==> src/rtl/video_pkg.sv <==
// Shared definitions for the TX video output path: default OSD palette,
// blend mode encodings and the channel bit-replication helper.
package video_pkg;

    localparam int PAL_DEFAULT_DEPTH = 4;

    localparam logic [23:0] OSD_DEFAULT_PAL [PAL_DEFAULT_DEPTH] = '{
        24'h000000, 24'h0000ff, 24'hffff00, 24'hffffff
    };

    localparam logic BLEND_OPAQUE = 1'b0;
    localparam logic BLEND_HALF   = 1'b1;

    // Output bit (OUT-1-k) of an expanded channel takes this input bit:
    // MSB-first replication of the input word.
    function automatic int expand_src_bit(input int k, input int in_bits);
        return in_bits - 1 - (k % in_bits);
    endfunction

    function automatic logic [23:0] pal_default(input int idx);
        logic [23:0] v;
        if ((idx >= 0) && (idx < PAL_DEFAULT_DEPTH)) begin
            v = OSD_DEFAULT_PAL[idx[1:0]];
        end else begin
            v = 24'h000000;
        end
        return v;
    endfunction

endpackage

==> src/rtl/osd_palette.sv <==
// OSD colour palette: register file with one write port and one registered
// read port; a read of the address being written returns the old entry.
module osd_palette
    import video_pkg::*;
#(
    parameter int CBITS = 2
) (
    input  logic             clk,
    input  logic             rst,
    input  logic             we,
    input  logic [CBITS-1:0] waddr,
    input  logic [23:0]      wdata,
    input  logic [CBITS-1:0] raddr,
    output logic [23:0]      rdata
);

    localparam int DEPTH = 2 ** CBITS;

    logic [23:0] mem_r [DEPTH];
    logic [23:0] rdata_r;

    // Palette storage, restored to the default colours on reset
    always_ff @(posedge clk or posedge rst) begin
        if (rst) begin
            for (int i = 0; i < DEPTH; i++) begin
                mem_r[i] <= pal_default(i);
            end
        end else if (we) begin
            mem_r[waddr] <= wdata;
        end
    end

    // Registered read port
    always_ff @(posedge clk or posedge rst) begin
        if (rst) begin
            rdata_r <= 24'h000000;
        end else begin
            rdata_r <= mem_r[raddr];
        end
    end

    assign rdata = rdata_r;

endmodule

==> src/rtl/video_out_overlay.sv <==
// TX output stage: expands video to the TX width, overlays OSD pixels from a
// palette (opaque or 50% blend) and applies frame-shadowed sync polarity.
module video_out_overlay
    import video_pkg::*;
#(
    parameter int IN_BITS   = 5,
    parameter int OUT_BITS  = 8,
    parameter int OSD_CBITS = 2
) (
    input  logic                 PCLK_i,
    input  logic                 reset,
    input  logic [IN_BITS-1:0]   R_i,
    input  logic [IN_BITS-1:0]   G_i,
    input  logic [IN_BITS-1:0]   B_i,
    input  logic                 HSYNC_i,
    input  logic                 VSYNC_i,
    input  logic                 DE_i,
    input  logic                 osd_enable_i,
    input  logic [OSD_CBITS-1:0] osd_color_i,
    input  logic                 pal_we_i,
    input  logic [OSD_CBITS-1:0] pal_addr_i,
    input  logic [23:0]          pal_data_i,
    input  logic                 blend_mode_i,
    input  logic                 hs_pol_i,
    input  logic                 vs_pol_i,
    output logic [OUT_BITS-1:0]  R_o,
    output logic [OUT_BITS-1:0]  G_o,
    output logic [OUT_BITS-1:0]  B_o,
    output logic                 HSYNC_o,
    output logic                 VSYNC_o,
    output logic                 DE_o,
    output logic                 frame_start_o
);

    logic [OUT_BITS-1:0]  r_exp_s, g_exp_s, b_exp_s;
    logic [OUT_BITS-1:0]  r1_r, g1_r, b1_r, r2_r, g2_r, b2_r;
    logic                 hs1_r, vs1_r, de1_r, osd_en1_r, hs2_r, vs2_r, de2_r, osd_en2_r;
    logic [OSD_CBITS-1:0] osd_col1_r, pal_addr1_r;
    logic                 pal_we1_r;
    logic [23:0]          pal_data1_r, pal_q_s;
    logic                 blend1_r, hsp1_r, vsp1_r, blend2_r, hsp2_r, vsp2_r;
    logic                 vs_fall2_r;
    logic                 blend_sh_r, hsp_sh_r, vsp_sh_r;
    logic                 blend_eff_s, hsp_eff_s, vsp_eff_s;
    logic [OUT_BITS-1:0]  pal_r_s, pal_g_s, pal_b_s;
    logic [OUT_BITS:0]    sum_r_s, sum_g_s, sum_b_s;
    logic [OUT_BITS-1:0]  mix_r_s, mix_g_s, mix_b_s;

    for (genvar k = 0; k < OUT_BITS; k++) begin : g_expand
        localparam int SRC = expand_src_bit(k, IN_BITS);
        assign r_exp_s[OUT_BITS-1-k] = R_i[SRC];
        assign g_exp_s[OUT_BITS-1-k] = G_i[SRC];
        assign b_exp_s[OUT_BITS-1-k] = B_i[SRC];
    end

    // S1: register every input, video already expanded to the TX width
    always_ff @(posedge PCLK_i or posedge reset) begin
        if (reset) begin
            r1_r        <= '0;
            g1_r        <= '0;
            b1_r        <= '0;
            hs1_r       <= 1'b1;
            vs1_r       <= 1'b1;
            de1_r       <= 1'b0;
            osd_en1_r   <= 1'b0;
            osd_col1_r  <= '0;
            pal_we1_r   <= 1'b0;
            pal_addr1_r <= '0;
            pal_data1_r <= 24'h000000;
            blend1_r    <= BLEND_OPAQUE;
            hsp1_r      <= 1'b0;
            vsp1_r      <= 1'b0;
        end else begin
            r1_r        <= r_exp_s;
            g1_r        <= g_exp_s;
            b1_r        <= b_exp_s;
            hs1_r       <= HSYNC_i;
            vs1_r       <= VSYNC_i;
            de1_r       <= DE_i;
            osd_en1_r   <= osd_enable_i;
            osd_col1_r  <= osd_color_i;
            pal_we1_r   <= pal_we_i;
            pal_addr1_r <= pal_addr_i;
            pal_data1_r <= pal_data_i;
            blend1_r    <= blend_mode_i;
            hsp1_r      <= hs_pol_i;
            vsp1_r      <= vs_pol_i;
        end
    end

    // Write and read share a clock edge, so a same-pixel read sees the old entry
    osd_palette #(
        .CBITS (OSD_CBITS)
    ) u_palette (
        .clk   (PCLK_i),
        .rst   (reset),
        .we    (pal_we1_r),
        .waddr (pal_addr1_r),
        .wdata (pal_data1_r),
        .raddr (osd_col1_r),
        .rdata (pal_q_s)
    );

    // S2: delay video alongside the palette read and flag the vsync leading edge
    always_ff @(posedge PCLK_i or posedge reset) begin
        if (reset) begin
            r2_r       <= '0;
            g2_r       <= '0;
            b2_r       <= '0;
            hs2_r      <= 1'b1;
            vs2_r      <= 1'b1;
            de2_r      <= 1'b0;
            osd_en2_r  <= 1'b0;
            blend2_r   <= BLEND_OPAQUE;
            hsp2_r     <= 1'b0;
            vsp2_r     <= 1'b0;
            vs_fall2_r <= 1'b0;
        end else begin
            r2_r       <= r1_r;
            g2_r       <= g1_r;
            b2_r       <= b1_r;
            hs2_r      <= hs1_r;
            vs2_r      <= vs1_r;
            de2_r      <= de1_r;
            osd_en2_r  <= osd_en1_r;
            blend2_r   <= blend1_r;
            hsp2_r     <= hsp1_r;
            vsp2_r     <= vsp1_r;
            vs_fall2_r <= vs2_r & ~vs1_r;
        end
    end

    // Frame shadows: mode and polarities only change at a vsync leading edge
    always_ff @(posedge PCLK_i or posedge reset) begin
        if (reset) begin
            blend_sh_r <= BLEND_OPAQUE;
            hsp_sh_r   <= 1'b0;
            vsp_sh_r   <= 1'b0;
        end else if (vs_fall2_r) begin
            blend_sh_r <= blend2_r;
            hsp_sh_r   <= hsp2_r;
            vsp_sh_r   <= vsp2_r;
        end else begin
            blend_sh_r <= blend_sh_r;
            hsp_sh_r   <= hsp_sh_r;
            vsp_sh_r   <= vsp_sh_r;
        end
    end

    assign pal_r_s = pal_q_s[23 -: OUT_BITS];
    assign pal_g_s = pal_q_s[15 -: OUT_BITS];
    assign pal_b_s = pal_q_s[7 -: OUT_BITS];

    // S3 mixer; the edge pixel already uses the newly captured shadow values
    always_comb begin
        blend_eff_s = vs_fall2_r ? blend2_r : blend_sh_r;
        hsp_eff_s   = vs_fall2_r ? hsp2_r : hsp_sh_r;
        vsp_eff_s   = vs_fall2_r ? vsp2_r : vsp_sh_r;
        sum_r_s     = {1'b0, pal_r_s} + {1'b0, r2_r};
        sum_g_s     = {1'b0, pal_g_s} + {1'b0, g2_r};
        sum_b_s     = {1'b0, pal_b_s} + {1'b0, b2_r};
        mix_r_s     = '0;
        mix_g_s     = '0;
        mix_b_s     = '0;
        if (!de2_r) begin
            mix_r_s = '0;
            mix_g_s = '0;
            mix_b_s = '0;
        end else if (!osd_en2_r) begin
            mix_r_s = r2_r;
            mix_g_s = g2_r;
            mix_b_s = b2_r;
        end else begin
            case (blend_eff_s)
                BLEND_OPAQUE: begin
                    mix_r_s = pal_r_s;
                    mix_g_s = pal_g_s;
                    mix_b_s = pal_b_s;
                end
                BLEND_HALF: begin
                    mix_r_s = OUT_BITS'(sum_r_s >> 1);
                    mix_g_s = OUT_BITS'(sum_g_s >> 1);
                    mix_b_s = OUT_BITS'(sum_b_s >> 1);
                end
                default: begin
                    mix_r_s = pal_r_s;
                    mix_g_s = pal_g_s;
                    mix_b_s = pal_b_s;
                end
            endcase
        end
    end

    // S3 output registers; polarity 1 turns the active-low input syncs active-high
    always_ff @(posedge PCLK_i or posedge reset) begin
        if (reset) begin
            R_o           <= '0;
            G_o           <= '0;
            B_o           <= '0;
            HSYNC_o       <= 1'b1;
            VSYNC_o       <= 1'b1;
            DE_o          <= 1'b0;
            frame_start_o <= 1'b0;
        end else begin
            R_o           <= mix_r_s;
            G_o           <= mix_g_s;
            B_o           <= mix_b_s;
            HSYNC_o       <= hs2_r ^ hsp_eff_s;
            VSYNC_o       <= vs2_r ^ vsp_eff_s;
            DE_o          <= de2_r;
            frame_start_o <= vs_fall2_r;
        end
    end

endmodule

==> config.mk <==
export PLATFORM = sky130hd
export DESIGN_NAME = video_out_overlay
export DESIGN_NICKNAME = d
export VERILOG_FILES = /design/src/rtl/video_pkg.sv /design/src/rtl/osd_palette.sv /design/src/rtl/video_out_overlay.sv
export SDC_FILE = /design/constraint.sdc
export NUM_CORES = 1
export LEC_CHECK = 0
export BUFFER_PORTS_ARGS = -buffer_cell sky130_fd_sc_hd__buf_4
export CAP_MARGIN = 20
export CORE_MARGIN = 4
export CORE_UTILIZATION = 28
export CTS_CLUSTER_DIAMETER = 30
export DETAILED_ROUTE_END_ITERATION = 10
export GPL_TIMING_DRIVEN = 0
export SYNTH_ARGS = -nofsm -noshare
export SYNTH_HDL_FRONTEND = slang
export SYNTH_HIERARCHICAL = 1
export SYNTH_SLANG_ARGS = --single-unit
==> constraint.sdc <==
create_clock -name PCLK_i -period 4.7 [get_ports PCLK_i]
set_clock_uncertainty 0.15 [all_clocks]
set_input_delay 0.235 -clock PCLK_i [delete_from_list [all_inputs] [get_ports PCLK_i]]
set_output_delay 0.235 -clock PCLK_i [all_outputs]
set_load 0.005 [all_outputs]
Word level (Yosys, flattened, before mapping)

Cells that the tools add are included.

Logic and storage cells: 72
Register bits after elaboration: 243
Input port bits: 53
Output and inout bits: 28

$add $sub $neg: 3
$lt $le $gt $ge: 3
Reductions and logical operators: 1
Multiplexer cells: 18
Bitwise logic cells: 7

Operator list:

| kind                                                       | number |
|---|---|
| bitwise mux 96 bit                                         | 1 |
| 2-to-1 mux 24 bit                                          | 3 |
| binary-select mux 24 bit (select 2 bit)                    | 1 |
| demux 24 bit (select 2 bit)                                | 1 |
| 2-to-1 mux 8 bit                                           | 6 |
| one-hot mux 8 bit (2 select lines)                         | 3 |
| adder 8 x 8 -> 9 bit                                       | 3 |
| greater-or-equal comparator 3 bit, second input constant   | 2 |
| NOT 2 -> 3 bit                                             | 2 |
| less-than comparator 3 x 1 -> 1 bit, second input constant | 1 |
| 2-to-1 mux 1 bit                                           | 3 |
| NOT 1 bit                                                  | 2 |
| bitwise XOR 1 bit                                          | 2 |
| bitwise AND 1 bit                                          | 1 |
| logical AND 1 bit                                          | 1 |

Depth between registers and ports, before layout

Gate-level depths: netlist of the first run.

Depth in word-level cells: 6
Mapped depth: 6
Gate-level depth less buffers: 6

Cells and area by module

The synthesis of the first run kept the hierarchy.

Modules (own cells, without submodules):

| module            | area each (um2) | cells each | sequential area each (um2) | times used |
|---|---|---|---|---|
| osd_palette       | 4839.6          | 259        | 3062.9                     | 1 |
| video_out_overlay | 4322.9          | 362        | 2635.0                     | 1 |

Worst setup path before layout of the first run

OpenSTA, ideal clock, no wires.

Kind: reg-to-reg
From: reg b2_r[5]
To: reg B_o[5]
Arrival time: 2.011 ns
Path buffers: 1
Cell stages (with the launch flop): 7
Data required time: 4.425 ns
Clock period less this slack: 2.287 ns
Setup slack: 2.413 ns
Library setup time: 0.125 ns
Cell sequence: dfrtp_1 -> ha_1 -> clkbuf_1 -> inv_1 -> o311ai_1 -> mux2_2 -> a2111oi_0

Cells in the longest elaborated chain, start to end: 4

Ends and longest elaborated chain:

| what                               | RTL line                 | text |
|---|---|---|
| start, declared                    | video_out_overlay.sv:36  | `logic [OUT_BITS-1:0] r1_r, g1_r, b1_r, r2_r, g2_r, b2_r;` |
| start signal, assigned             | video_out_overlay.sv:121 | `b2_r <= b1_r;` |
| adder 8 x 8 -> 9 bit               | video_out_overlay.sv:161 | `sum_b_s = {1'b0, pal_b_s} + {1'b0, b2_r};` |
| one-hot mux 8 bit (2 select lines) | video_out_overlay.sv:174 | `case (blend_eff_s)` |
| 2-to-1 mux 8 bit (*)               | video_out_overlay.sv:169 | `end else if (!osd_en2_r) begin` |
| 2-to-1 mux 8 bit (*)               | video_out_overlay.sv:165 | `if (!de2_r) begin` |
| net mix_b_s[5]                     | video_out_overlay.sv:47  | `logic [OUT_BITS-1:0] mix_r_s, mix_g_s, mix_b_s;` |
| end signal, assigned               | video_out_overlay.sv:207 | `B_o <= mix_b_s;` |
| end, declared                      | video_out_overlay.sv:28  | `output logic [OUT_BITS-1:0] B_o,` |

The timed path passes the listed nets; every way through them passes the cells marked *.
A chain may end at the register's enable or synchronous reset.

Final worst setup path of the first run

Same ends and word-level chain as after synthesis.

==> metrics.txt, run 1 <==
# TYPE chip_impl_metric gauge
chip_impl_metric{name="clk-insertion-delay-late",unit="ps"} 530
chip_impl_metric{name="gp_routability_congestion",unit=""} 0.883
chip_impl_metric{name="timing.final.max_slew_violations",unit=""} 0
chip_impl_metric{name="flow.area_growth_from_synthesis",unit="%"} 38.3
chip_impl_metric{name="final_critical_path_setup_slack",unit="ps"} 2010
chip_impl_info{name="tritoncts",value="built"} 1
chip_impl_info{name="setup.worst_path.class",value="reg -> reg"} 1
chip_impl_metric{name="post_synthesis_instance_area",unit="mm2"} 0.00916
chip_impl_metric{name="wl_per_cell",unit="um"} 16.3
chip_impl_metric{name="grt_first_pass_wirelength",unit="um"} 34200
chip_impl_metric{name="pre_cts_slack",unit="ps"} 2040
chip_impl_info{name="cp_slowest_cell",value="sky130_fd_sc_hd__o311ai_1"} 1
chip_impl_metric{name="grt-ovfl-total",unit=""} 0
chip_impl_info{name="most_common_cell_after_layout_fill_and_taps_aside",value="sky130_fd_sc_hd__dfrtp_1"} 1
chip_impl_metric{name="worst_ep_required_time",unit="ps"} 4940
chip_impl_metric{name="yosys.area_share.xor_xnor",unit="%"} 0.478
chip_impl_metric{name="hold-worst-slack",unit="ps"} 176
chip_impl_metric{name="synth_seq_cells",unit=""} 225
chip_impl_metric{name="effective_utilization_at_floorplan",unit="%"} 28.7
chip_impl_metric{name="vias_per_cell",unit=""} 4.48
chip_impl_metric{name="yosysSeqAreaShare",unit="%"} 62.2
chip_impl_metric{name="pin_count_of_the_biggest_net_entering_global_routing",unit=""} 67
chip_impl_metric{name="irDropWorstVdd",unit="V"} 0.000265
chip_impl_info{name="min_path_type",value="in -> async"} 1
chip_impl_metric{name="max_cap_violations",unit=""} 0
chip_impl_metric{name="routed-via-count",unit=""} 5760
chip_impl_metric{name="r2r_setup_slack",unit="ps"} 2010
chip_impl_metric{name="design.die.area",unit="mm2"} 0.0357
chip_impl_metric{name="first_global_vias",unit=""} 6287
chip_impl_metric{name="post-dp-hpwl",unit="um"} 14200
chip_impl_metric{name="antenna_cells_inserted",unit=""} 0
chip_impl_metric{name="postSynthCellCount",unit=""} 621
chip_impl_metric{name="synthesis.nets",unit=""} 698
chip_impl_metric{name="number_of_nets_at_the_end_of_the_flow",unit=""} 885
chip_impl_info{name="run_status",value="completed"} 1
chip_impl_metric{name="timing.fmax",unit="MHz"} 371
chip_impl_metric{name="yosys_warnings",unit=""} 6
chip_impl_metric{name="maximum_single_stage_delay_on_the_critical_path",unit="ps"} 460
chip_impl_info{name="worstPathCellList",value="ha_1 > clkbuf_1 > inv_1 > o311ai_1 > mux2_2 > a2111oi_0"} 1
chip_impl_metric{name="hold_buffers",unit=""} 52
chip_impl_metric{name="timing.slew.headroom",unit="%"} 58.3
chip_impl_metric{name="coreArea",unit="mm2"} 0.0319
chip_impl_metric{name="final_critical_path_required_period",unit="ps"} 2690
chip_impl_metric{name="initial_antenna_violation_count",unit=""} 0
chip_impl_metric{name="synth-adder-area-share",unit="%"} 3.52
chip_impl_info{name="largest_family_of_logic_cells_by_synthesized_area",value="multiplexers"} 1
chip_impl_metric{name="synth-async-reset-ratio",unit="%"} 100
chip_impl_metric{name="drt_first_pass_iters",unit=""} 7
chip_impl_metric{name="finalHoldViolCount",unit=""} 0
chip_impl_metric{name="finish.cell_count_without_fillers",unit=""} 1286
chip_impl_metric{name="postPlaceCellArea",unit="mm2"} 0.0104
chip_impl_metric{name="htree_levels",unit=""} 2
chip_impl_metric{name="die_w",unit="um"} 189
chip_impl_metric{name="number_of_buffers_inserted_by_post_cts_setup_repair",unit=""} 0
chip_impl_metric{name="numPortBuffers",unit=""} 80
chip_impl_metric{name="filler_cell_count",unit=""} 3023
chip_impl_metric{name="fp-row-count",unit=""} 65
chip_impl_info{name="synth_top_cell_by_area",value="sky130_fd_sc_hd__dfrtp_1"} 1
chip_impl_info{name="yosys_most_used_dff",value="sky130_fd_sc_hd__dfrtp_1"} 1
chip_impl_metric{name="dpl.cell_count",unit=""} 1138
chip_impl_metric{name="final_core_area_utilization",unit="%"} 39.7
chip_impl_metric{name="finalSetupTns",unit="ps"} 0
chip_impl_metric{name="route.final.wire_length",unit="um"} 20900
chip_impl_metric{name="drive_gt1_share",unit="%"} 44.3
chip_impl_metric{name="postSynthAreaPerCell",unit="um2"} 14.8
chip_impl_info{name="endpoint_kind",value="flop"} 1
chip_impl_info{name="unrepaired_setup_endpoints_after_global_routing",value="no"} 1
chip_impl_metric{name="detail_route.iter0.violations",unit=""} 318
chip_impl_metric{name="die_h",unit="um"} 189
chip_impl_metric{name="power",unit="mW"} 6.92
chip_impl_metric{name="crit_path_max_fanout",unit=""} 9
chip_impl_metric{name="clkSinkCount",unit=""} 225
chip_impl_metric{name="worst_slew_pin_slew",unit="ps"} 626
chip_impl_metric{name="grtUsageTotal",unit="%"} 11.9
chip_impl_info{name="cts.root.buffer_cell",value="sky130_fd_sc_hd__clkbuf_16"} 1
chip_impl_info{name="dominant_cells_by_area_after_synthesis",value="sky130_fd_sc_hd__dfrtp_1 47%, sky130_fd_sc_hd__dfstp_2 15%, sky130_fd_sc_hd__mux2_2 12%, sky130_fd_sc_hd__mux4_2 5.9%, sky130_fd_sc_hd__ha_1 2.9%"} 1
chip_impl_metric{name="post-synth-top-area-fraction",unit="%"} 46.7
chip_impl_metric{name="stdcell_area",unit="mm2"} 0.0127
chip_impl_metric{name="leakagePower",unit="nW"} 5.40
chip_impl_metric{name="p_per_area",unit="mW/mm2"} 546
chip_impl_metric{name="final_min_period_over_clock_period",unit="%"} 57.3
chip_impl_metric{name="synth_cell_types",unit=""} 51
chip_impl_metric{name="worst_setup_hold_path_clk_slew",unit="ps"} 50
chip_impl_info{name="most-common-layout-cells",value="171 x sky130_fd_sc_hd__dfrtp_1, 98 x sky130_fd_sc_hd__mux2_2, 88 x sky130_fd_sc_hd__buf_4"} 1
chip_impl_metric{name="drcViolationCount",unit=""} 0
chip_impl_metric{name="synth_enable_flop_cells",unit=""} 0
chip_impl_info{name="start_kind",value="flop"} 1
chip_impl_metric{name="ctsLongestPathBuffers",unit=""} 3
chip_impl_metric{name="finalSetupViolations",unit=""} 0
chip_impl_metric{name="ioPinCount",unit=""} 81
chip_impl_metric{name="synth-compound-area-share",unit="%"} 7.18
chip_impl_metric{name="post_cts.resized_instances",unit=""} 0
chip_impl_metric{name="tritoncts.num_buffers",unit=""} 51
chip_impl_metric{name="cp.arrival",unit="ps"} 2930
chip_impl_metric{name="synth-simple-area-share",unit="%"} 5.35
chip_impl_metric{name="synthMuxAreaShare",unit="%"} 18.7
chip_impl_metric{name="ant_nets",unit=""} 0
[registers in the layout (all words and copies together), names as in the netlist, 2 cells and up]
register and flops:
osd_col1_r 2, pal_data1_r 24, g2_r 5, R_o 8, B_o 8, r1_r 5, b2_r 5, r2_r 5
u_palette/rdata 24, G_o 8, g1_r 5, b1_r 5, pal_addr1_r 2, u_palette/mem_r 96
[worst paths after layout]
kind,start,endpoint,depth (start not counted)
setup reg to reg,b2_r[5],B_o[5],6
setup / recovery,b2_r[5],B_o[5],6
hold / removal,reset,u_palette/rdata[3],3
hold reg to reg,hsp1_r,hsp2_r,0
min in group PCLK_i,hsp1_r,hsp2_r,0
max in group asynchronous,reset,pal_data1_r[12],4
[synth_stat cells (2+ instances only)]
cell type and instances:
sky130_fd_sc_hd__a41o_1 3, sky130_fd_sc_hd__o211ai_1 7, sky130_fd_sc_hd__mux2i_1 4, sky130_fd_sc_hd__buf_6 2, sky130_fd_sc_hd__xnor2_1 3, sky130_fd_sc_hd__inv_1 16, sky130_fd_sc_hd__o21ai_0 17, sky130_fd_sc_hd__buf_4 8
sky130_fd_sc_hd__or2_2 2, sky130_fd_sc_hd__and2_1 3, sky130_fd_sc_hd__o31ai_1 2, sky130_fd_sc_hd__o2111ai_1 5, sky130_fd_sc_hd__dfrtp_1 171, sky130_fd_sc_hd__a2111oi_0 3, sky130_fd_sc_hd__a211oi_1 3, sky130_fd_sc_hd__a21o_1 2
sky130_fd_sc_hd__o21a_1 2, sky130_fd_sc_hd__nand4_1 8, sky130_fd_sc_hd__a21oi_1 38, sky130_fd_sc_hd__a311oi_1 3, sky130_fd_sc_hd__nor4b_1 5, sky130_fd_sc_hd__nand3_1 10, sky130_fd_sc_hd__ha_1 21, sky130_fd_sc_hd__nand2_1 25
sky130_fd_sc_hd__mux2_2 98, sky130_fd_sc_hd__and4b_1 2, sky130_fd_sc_hd__clkbuf_1 13, sky130_fd_sc_hd__and3_1 5, sky130_fd_sc_hd__a31oi_1 9, sky130_fd_sc_hd__nor3b_1 4, sky130_fd_sc_hd__nand3b_2 2, sky130_fd_sc_hd__buf_2 6
sky130_fd_sc_hd__fa_1 3, sky130_fd_sc_hd__xor2_1 2, sky130_fd_sc_hd__a211o_1 4, sky130_fd_sc_hd__nor2_1 18, sky130_fd_sc_hd__nand3b_1 2, sky130_fd_sc_hd__mux4_2 24, sky130_fd_sc_hd__dfstp_2 54
[layout make-up]
type / instances / area, um2 / share of cell area (%)
buffer: 30 / 165 / 1.30
clock buffer: 56 / 1340 / 10.6
inverter: 17 / 73.8 / 0.583
timing repair buffer: 134 / 1180 / 9.28
clock inverter: 40 / 442 / 3.49
sequential: 225 / 5700 / 45.0
multi-input combinational: 349 / 3230 / 25.5
tap: 435 / 544 / 4.30
[critical path: cells and delay by family (launching register included)]
family          cells  cell delay, ps
compound gates      2             890
fa+ha+maj           1             300
buf+inv             2             400
flops               1             430
mux                 1             390
[logic make-up (layout without fill, tap and decap cells)]
| family | count (synthesis) | count (layout) |
|---|---|---|
| buffers and inverters | 47 | 277 |
| AO/OA/AOI/OAI | 103 | 103 |
| multiplexers | 128 | 128 |
| AND/OR/NAND/NOR | 89 | 89 |
| flip-flops | 225 | 225 |
| adder cells (fa/ha/maj) | 24 | 24 |
| XOR/XNOR | 5 | 5 |
[routing by layer]
metal	part of all wire (%)	up-vias	wire (um)	global-route usage (%)
li1	-	2686	-	-
met1	46	2888	9610	16.1
met2	47	147	9760	18.9
met3	5.5	39	1140	3.19
met4	2.0	0	425	3.34
met5	0	-	0	0
[power by group]
part	total (mW)	internal (mW)	switching [mW]
registers	2.43	2.28	0.157
clock network	3.56	2.37	1.19
logic	0.927	0.486	0.441
Note: power is estimated with default switching activity, not from simulation.
==> run 2: changes to the inputs <==
- clock period: 4.7 -> 2.61 ns (I/O delays scaled with it)
==> run 2 against run 1 <==
  * Register-to-register slack lost 1900 ps
  * Maximum frequency up 9.5%
  * Die area stayed put
  * Sequential share of layout area shrank 0.071 points
  * Cell area rose by 0.16%
  * Non-clock buffer count grew 2
  * Critical path depth down 1
  * Hold slack got worse by 85 ps
  * Global-route usage hardly changed
  * Largest cell class unchanged
  * Flip-flop and latch count unchanged
  * Largest power group unchanged
  * Highest routed layer unchanged
==> metrics.txt, run 2 (synthesized netlist as in run 1, its figures left out) <==
# TYPE chip_impl_metric gauge
chip_impl_metric{name="flow.area_growth_from_synthesis",unit="%"} 38.5
chip_impl_info{name="setup.worst_path.class",value="reg -> reg"} 1
chip_impl_metric{name="coreArea",unit="mm2"} 0.0319
chip_impl_metric{name="post-dp-hpwl",unit="um"} 14500
chip_impl_info{name="most_common_cell_after_layout_fill_and_taps_aside",value="sky130_fd_sc_hd__dfrtp_1"} 1
chip_impl_metric{name="timing.final.max_slew_violations",unit=""} 0
chip_impl_metric{name="final_critical_path_required_period",unit="ps"} 2460
chip_impl_metric{name="crit_buf_inv",unit=""} 1
chip_impl_metric{name="maximum_single_stage_delay_on_the_critical_path",unit="ps"} 450
chip_impl_info{name="endpoint_kind",value="flop"} 1
chip_impl_info{name="worst_r2r_endpoint",value="B_o[5]"} 1
chip_impl_metric{name="timing.fmax",unit="MHz"} 407
chip_impl_metric{name="initial_antenna_violation_count",unit=""} 0
chip_impl_info{name="largest_register",value="u_palette/mem_r"} 1
chip_impl_metric{name="grt-ovfl-total",unit=""} 0
chip_impl_metric{name="clk-insertion-delay-late",unit="ps"} 540
chip_impl_metric{name="htree_levels",unit=""} 2
chip_impl_metric{name="logic_depth_of_the_worst_setup_path_including_buffers",unit=""} 5
chip_impl_metric{name="number_of_nets_at_the_end_of_the_flow",unit=""} 885
chip_impl_info{name="cts.root.buffer_cell",value="sky130_fd_sc_hd__clkbuf_16"} 1
chip_impl_metric{name="grtUsageTotal",unit="%"} 11.9
chip_impl_info{name="crit_end",value="B_o[5]"} 1
chip_impl_metric{name="p_int",unit="mW"} 9.25
chip_impl_metric{name="cp.arrival",unit="ps"} 2700
chip_impl_metric{name="drt_first_pass_iters",unit=""} 7
chip_impl_metric{name="vias_per_cell",unit=""} 4.56
chip_impl_metric{name="final_critical_path_setup_slack",unit="ps"} 151
chip_impl_metric{name="finalSetupViolations",unit=""} 0
chip_impl_metric{name="final_min_period_over_clock_period",unit="%"} 94.2
chip_impl_metric{name="irDropWorstVdd",unit="V"} 0.000569
chip_impl_info{name="r2r_start",value="b2_r[5]"} 1
chip_impl_metric{name="r2r_setup_slack",unit="ps"} 150
chip_impl_metric{name="routed-via-count",unit=""} 5853
chip_impl_metric{name="finalSetupTns",unit="ps"} 0
chip_impl_metric{name="largest_register_ff_count",unit=""} 96
chip_impl_metric{name="worst_ep_required_time",unit="ps"} 2850
chip_impl_metric{name="ant_nets",unit=""} 0
chip_impl_metric{name="combPwrFrac",unit="%"} 13.7
chip_impl_info{name="cp_slowest_cell",value="sky130_fd_sc_hd__ha_1"} 1
chip_impl_info{name="tritoncts",value="built"} 1
chip_impl_metric{name="gp_routability_congestion",unit=""} 0.836
chip_impl_metric{name="design.die.area",unit="mm2"} 0.0357
chip_impl_metric{name="numPortBuffers",unit=""} 80
chip_impl_metric{name="hold-worst-slack",unit="ps"} 91.0
chip_impl_info{name="start_kind",value="flop"} 1
chip_impl_metric{name="first_global_vias",unit=""} 6457
chip_impl_metric{name="power.share.sequential",unit="%"} 35.5
chip_impl_info{name="unrepaired_setup_endpoints_after_global_routing",value="no"} 1
chip_impl_metric{name="reg2reg_depth",unit=""} 5
chip_impl_info{name="run_status",value="completed"} 1
chip_impl_metric{name="switchingPower",unit="mW"} 3.11
chip_impl_metric{name="die_w",unit="um"} 189
chip_impl_metric{name="power",unit="mW"} 12.4
chip_impl_info{name="timing.critical_path.from",value="b2_r[5]"} 1
chip_impl_info{name="min_path_type",value="in -> reg"} 1
chip_impl_metric{name="ctsLongestPathBuffers",unit=""} 3
chip_impl_metric{name="pin_count_of_the_biggest_net_entering_global_routing",unit=""} 40
chip_impl_metric{name="pre_cts_slack",unit="ps"} -22.9
chip_impl_metric{name="dpl.cell_count",unit=""} 1141
chip_impl_info{name="worstPathCellList",value="ha_1 > inv_1 > o311ai_2 > mux2_2 > a2111oi_0"} 1
chip_impl_metric{name="drcViolationCount",unit=""} 0
chip_impl_metric{name="wl_per_cell",unit="um"} 16.2
chip_impl_metric{name="timing.slew.headroom",unit="%"} 51.4
chip_impl_metric{name="tritoncts.num_buffers",unit=""} 49
chip_impl_metric{name="route.final.wire_length",unit="um"} 20800
chip_impl_metric{name="finalHoldViolCount",unit=""} 0
chip_impl_metric{name="grt_first_pass_wirelength",unit="um"} 34200
chip_impl_metric{name="crit_path_max_fanout",unit=""} 9
chip_impl_metric{name="die_h",unit="um"} 189
chip_impl_metric{name="worst_setup_hold_path_clk_slew",unit="ps"} 50
chip_impl_metric{name="effective_utilization_at_floorplan",unit="%"} 28.7
chip_impl_metric{name="worst_slew_pin_slew",unit="ps"} 727
chip_impl_metric{name="clock_power_share",unit="%"} 50.8
chip_impl_metric{name="clkSinkCount",unit=""} 225
chip_impl_metric{name="ioPinCount",unit=""} 81
chip_impl_info{name="timing.critical_path.max_delay_family",value="compound AO/OA/AOI/OAI gates"} 1
chip_impl_metric{name="max_cap_violations",unit=""} 0
chip_impl_metric{name="detail_route.iter0.violations",unit=""} 222
chip_impl_metric{name="antenna_cells_inserted",unit=""} 0
chip_impl_metric{name="p_per_area",unit="mW/mm2"} 973
chip_impl_metric{name="finish.cell_count_without_fillers",unit=""} 1284
chip_impl_metric{name="leakagePower",unit="nW"} 5.40
chip_impl_info{name="most-common-layout-cells",value="171 x sky130_fd_sc_hd__dfrtp_1, 98 x sky130_fd_sc_hd__mux2_2, 88 x sky130_fd_sc_hd__buf_4"} 1
chip_impl_metric{name="fp-row-count",unit=""} 65
chip_impl_metric{name="drive_gt1_share",unit="%"} 44.4
chip_impl_metric{name="switching_part_of_the_total_power",unit="%"} 25.2
[run 2: cell types whose count changed in the layout (fill, tap and decap cells not counted), moves of 2 or more]
cell	delta
sky130_fd_sc_hd__inv_8	-3
sky130_fd_sc_hd__clkbuf_8	+2
sky130_fd_sc_hd__inv_6	-4
sky130_fd_sc_hd__buf_12	+5
sky130_fd_sc_hd__buf_16	-2
sky130_fd_sc_hd__clkbuf_16	-2
sky130_fd_sc_hd__clkinv_4	+3
[run 2: repair_timing]
item | in CTS | in global routing
hold buffers | 52 | 0
endpoints found under the setup margin | 1 | 1
gates resized for setup | 1 | 1
cloned | 0 | 0
setup buffers | 0 | 0
endpoints found under the hold margin | 126 | 0
[run 2: layer usage]
layer	up-vias	wire [um]	global-route usage (%)
li1	2682	-	-
met1	2938	9320	15.7
met2	176	9760	19.0
met3	57	1080	2.80
met4	0	618	4.79
met5	-	0	0
[run 2: area by class of cell]
| cell class | count | area (um2) |
|---|---|---|
| Fill cell | 3028 | 19200 |
| Sequential cell | 225 | 5700 |
| Multi-Input combinational cell | 349 | 3240 |
| Clock buffer | 57 | 1320 |
| Timing Repair Buffer | 137 | 1220 |
| Tap cell | 435 | 544 |
| Clock inverter | 35 | 428 |
| Buffer | 29 | 161 |
| Inverter | 17 | 73.8 |
[run 2: stage by stage]
stage | utilization, % | cell area, um2
after floorplan | - | 9170
after global placement | 32.4 | 10300
after detailed placement | 32.7 | 10400
after CTS | 39.8 | 12700
after global routing | 39.8 | 12700
final | 39.8 | 12700
[run 2: worst reg2reg max path: stages, from the launching register on]
cell and delay (ps):
sky130_fd_sc_hd__dfrtp_1 430, sky130_fd_sc_hd__ha_1 450, sky130_fd_sc_hd__inv_1 120, sky130_fd_sc_hd__o311ai_2 360
sky130_fd_sc_hd__mux2_2 380, sky130_fd_sc_hd__a2111oi_0 430
[run 2: power groups by stage]
| stage | sequential (mW) | clock, mW | combinational, mW |
|---|---|---|---|
| after floorplan | 4.33 | 0 | 1.16 |
| after global placement | 4.41 | 0 | 1.56 |
| after detailed placement | 4.43 | 0 | 1.62 |
| after CTS | 4.38 | 6.44 | 1.69 |
| after global routing | 4.44 | 6.64 | 1.88 |
| final | 4.38 | 6.28 | 1.69 |
[run 2: worst min-delay path by stage]
stage | startpoint | end | slack (ps) | depth (start not counted)
floorplan | HSYNC_i | hs1_r | -20 | 0
global placement | G_i[4] | g1_r[2] | 90 | 1
detailed placement | R_i[1] | r1_r[4] | 90 | 1
CTS | B_i[2] | b1_r[5] | 60 | 2
global route | hs_pol_i | hsp1_r | 70 | 2
finish | pal_addr_i[1] | pal_addr1_r[1] | 90 | 2
==> run 3: changes to the inputs <==
- GPL_TIMING_DRIVEN: 0 -> not set
==> run 3 against run 2 <==
  * Via count decreased by 2.8%
  * Flip-flop and latch count is the same
  * Non-clock buffer count down 16
  * Register-to-register slack gained 90 ps
  * Sequential share of layout area up 0.12 points
  * Critical path type unchanged
  * Count of clock-buffer cells in the layout up 15
  * Total power increased by 1.7%
  * Wire length is 4.0% lower
==> metrics.txt, run 3 (synthesized netlist as in run 1, its figures left out) <==
# TYPE chip_impl_metric gauge
chip_impl_metric{name="initial_antenna_violation_count",unit=""} 0
chip_impl_info{name="most-common-layout-cells",value="171 x sky130_fd_sc_hd__dfrtp_1, 98 x sky130_fd_sc_hd__mux2_2, 95 x sky130_fd_sc_hd__buf_4"} 1
chip_impl_metric{name="drive_gt1_share",unit="%"} 44.0
chip_impl_metric{name="wl_per_cell",unit="um"} 15.7
chip_impl_metric{name="ant_nets",unit=""} 0
chip_impl_metric{name="final_critical_path_setup_slack",unit="ps"} 237
chip_impl_metric{name="pre_cts_slack",unit="ps"} 269
chip_impl_metric{name="tritoncts.num_buffers",unit=""} 51
chip_impl_metric{name="routed-via-count",unit=""} 5691
chip_impl_metric{name="finalSetupViolations",unit=""} 0
chip_impl_metric{name="final_min_period_over_clock_period",unit="%"} 90.9
chip_impl_metric{name="first_global_vias",unit=""} 6303
chip_impl_info{name="start_kind",value="flop"} 1
chip_impl_metric{name="die_w",unit="um"} 189
chip_impl_metric{name="final_critical_path_required_period",unit="ps"} 2370
chip_impl_metric{name="die_h",unit="um"} 189
chip_impl_metric{name="post-dp-hpwl",unit="um"} 13100
chip_impl_info{name="cts.root.buffer_cell",value="sky130_fd_sc_hd__clkbuf_16"} 1
chip_impl_metric{name="irDropWorstVdd",unit="V"} 0.000425
chip_impl_metric{name="finalHoldViolCount",unit=""} 0
chip_impl_info{name="endpoint_kind",value="flop"} 1
chip_impl_metric{name="p_per_area",unit="mW/mm2"} 992
chip_impl_info{name="most_common_cell_after_layout_fill_and_taps_aside",value="sky130_fd_sc_hd__dfrtp_1"} 1
chip_impl_metric{name="worst_ep_required_time",unit="ps"} 2850
chip_impl_metric{name="design.die.area",unit="mm2"} 0.0357
chip_impl_metric{name="drcViolationCount",unit=""} 0
chip_impl_metric{name="htree_levels",unit=""} 2
chip_impl_metric{name="crit_path_max_fanout",unit=""} 4
chip_impl_info{name="tritoncts",value="built"} 1
chip_impl_metric{name="antenna_cells_inserted",unit=""} 0
chip_impl_metric{name="grtUsageTotal",unit="%"} 11.4
chip_impl_metric{name="clkSinkCount",unit=""} 225
chip_impl_metric{name="route.final.wire_length",unit="um"} 19900
chip_impl_metric{name="clk-insertion-delay-late",unit="ps"} 540
chip_impl_metric{name="power",unit="mW"} 12.6
chip_impl_metric{name="pin_count_of_the_biggest_net_entering_global_routing",unit=""} 58
chip_impl_metric{name="worst_setup_hold_path_clk_slew",unit="ps"} 50
chip_impl_metric{name="number_of_nets_at_the_end_of_the_flow",unit=""} 871
chip_impl_metric{name="final_core_area_utilization",unit="%"} 39.7
chip_impl_metric{name="ioPinCount",unit=""} 81
chip_impl_info{name="min_path_type",value="in -> async"} 1
chip_impl_metric{name="worst_slew_pin_slew",unit="ps"} 753
chip_impl_metric{name="effective_utilization_at_floorplan",unit="%"} 28.7
chip_impl_metric{name="cp.arrival",unit="ps"} 2620
chip_impl_metric{name="detailroute.wirelength.met2",unit="um"} 9350
chip_impl_metric{name="grt-ovfl-total",unit=""} 0
chip_impl_metric{name="timing.slew.headroom",unit="%"} 49.8
chip_impl_metric{name="finalSetupTns",unit="ps"} 0
chip_impl_metric{name="leakagePower",unit="nW"} 5.41
chip_impl_metric{name="largest_register_ff_count",unit=""} 96
chip_impl_info{name="unrepaired_setup_endpoints_after_global_routing",value="no"} 1
chip_impl_info{name="highest-signal-layer",value="met4"} 1
chip_impl_metric{name="vias_per_cell",unit=""} 4.48
chip_impl_metric{name="coreArea",unit="mm2"} 0.0319
chip_impl_metric{name="detail_route.iter0.violations",unit=""} 242
chip_impl_metric{name="fp-row-count",unit=""} 65
chip_impl_metric{name="ctsLongestPathBuffers",unit=""} 3
chip_impl_metric{name="numPortBuffers",unit=""} 80
chip_impl_info{name="setup.worst_path.class",value="reg -> reg"} 1
chip_impl_metric{name="detailroute.wirelength.met3",unit="um"} 974
chip_impl_metric{name="timing.fmax",unit="MHz"} 421
chip_impl_info{name="largest_register",value="u_palette/mem_r"} 1
chip_impl_metric{name="grt_first_pass_wirelength",unit="um"} 33300
chip_impl_metric{name="filler_cell_count",unit=""} 3004
chip_impl_metric{name="max_cap_violations",unit=""} 0
chip_impl_info{name="run_status",value="completed"} 1
chip_impl_metric{name="wl_met1",unit="um"} 9180
chip_impl_metric{name="timing.final.max_slew_violations",unit=""} 0
chip_impl_metric{name="flow.area_growth_from_synthesis",unit="%"} 38.1
chip_impl_metric{name="drt_first_pass_iters",unit=""} 4
chip_impl_metric{name="gp_routability_congestion",unit=""} 0.886
## run 3: changes by cell type in the layout (fill, tap and decap cells not counted), moves of 4 or more
cell and change:
sky130_fd_sc_hd__clkbuf_8 +8, sky130_fd_sc_hd__clkinv_4 -8, sky130_fd_sc_hd__buf_4 +7, sky130_fd_sc_hd__buf_2 -6, sky130_fd_sc_hd__clkbuf_1 -5, sky130_fd_sc_hd__clkinvlp_4 -4, sky130_fd_sc_hd__inv_6 -4
## run 3: path summary, 6_finish.rpt
kind                         start                  to  slack (ps)  cells past startpoint
max in group asynchronous    reset              G_o[3]        1510                      4
min in group PCLK_i         B_i[3]             b1_r[6]         100                      2
max reg2reg                b2_r[5]              B_o[5]         240                      6
max                        b2_r[5]              B_o[5]         240                      6
min                          reset  u_palette/rdata[5]          90                      3
min reg2reg                b1_r[3]             b2_r[3]         190                      0
## run 3: what timing repair did
| item | in CTS | in global routing |
|---|---|---|
| setup buffers | 0 | 0 |
| resized for setup | 0 | 0 |
| endpoints found under the setup margin | 0 | 0 |
| hold buffers | 52 | 0 |
| endpoints found under the hold margin | 228 | 0 |
## run 3: layer usage
| layer | track usage (%) | vias up |
|---|---|---|
| met4 | 3.81 | 0 |
| met3 | 2.62 | 36 |
| met1 | 15.7 | 2862 |
| li1 | - | 2651 |
| met2 | 17.9 | 142 |
| met5 | 0 | - |
## run 3: final cells by class
cell class	instances	area [um2]	area share, %
Inverter	17	73.8	0.583
Clock inverter	22	358	2.83
Sequential cell	225	5700	45.0
Clock buffer	72	1460	11.5
Timing Repair Buffer	150	1290	10.2
Multi-Input combinational cell	349	3230	25.5
Tap cell	435	544	4.30
## run 3: stage by stage
step                instances  hold WS, ps  cell area [um2]
floorplan                 621        -15.0             9170
global placement         1124         86.9            10300
detailed placement       1124         78.2            10300
CTS                      1270         62.8            12700
global route             1270         80.0            12700
finish                   1270         87.3            12700
## run 3: where the power goes
group	internal, mW	switching [mW]
Sequential	4.10	0.279
Clock	4.64	1.89
Combinational	0.881	0.768
## run 3: worst max-delay path, cell delays in order, from the launching register on
cell and delay, ps:
sky130_fd_sc_hd__dfrtp_1 400, sky130_fd_sc_hd__and2_1 180, sky130_fd_sc_hd__fa_1 400, sky130_fd_sc_hd__a21oi_1 240
sky130_fd_sc_hd__o311ai_1 160, sky130_fd_sc_hd__mux2_2 290, sky130_fd_sc_hd__a2111oi_0 410
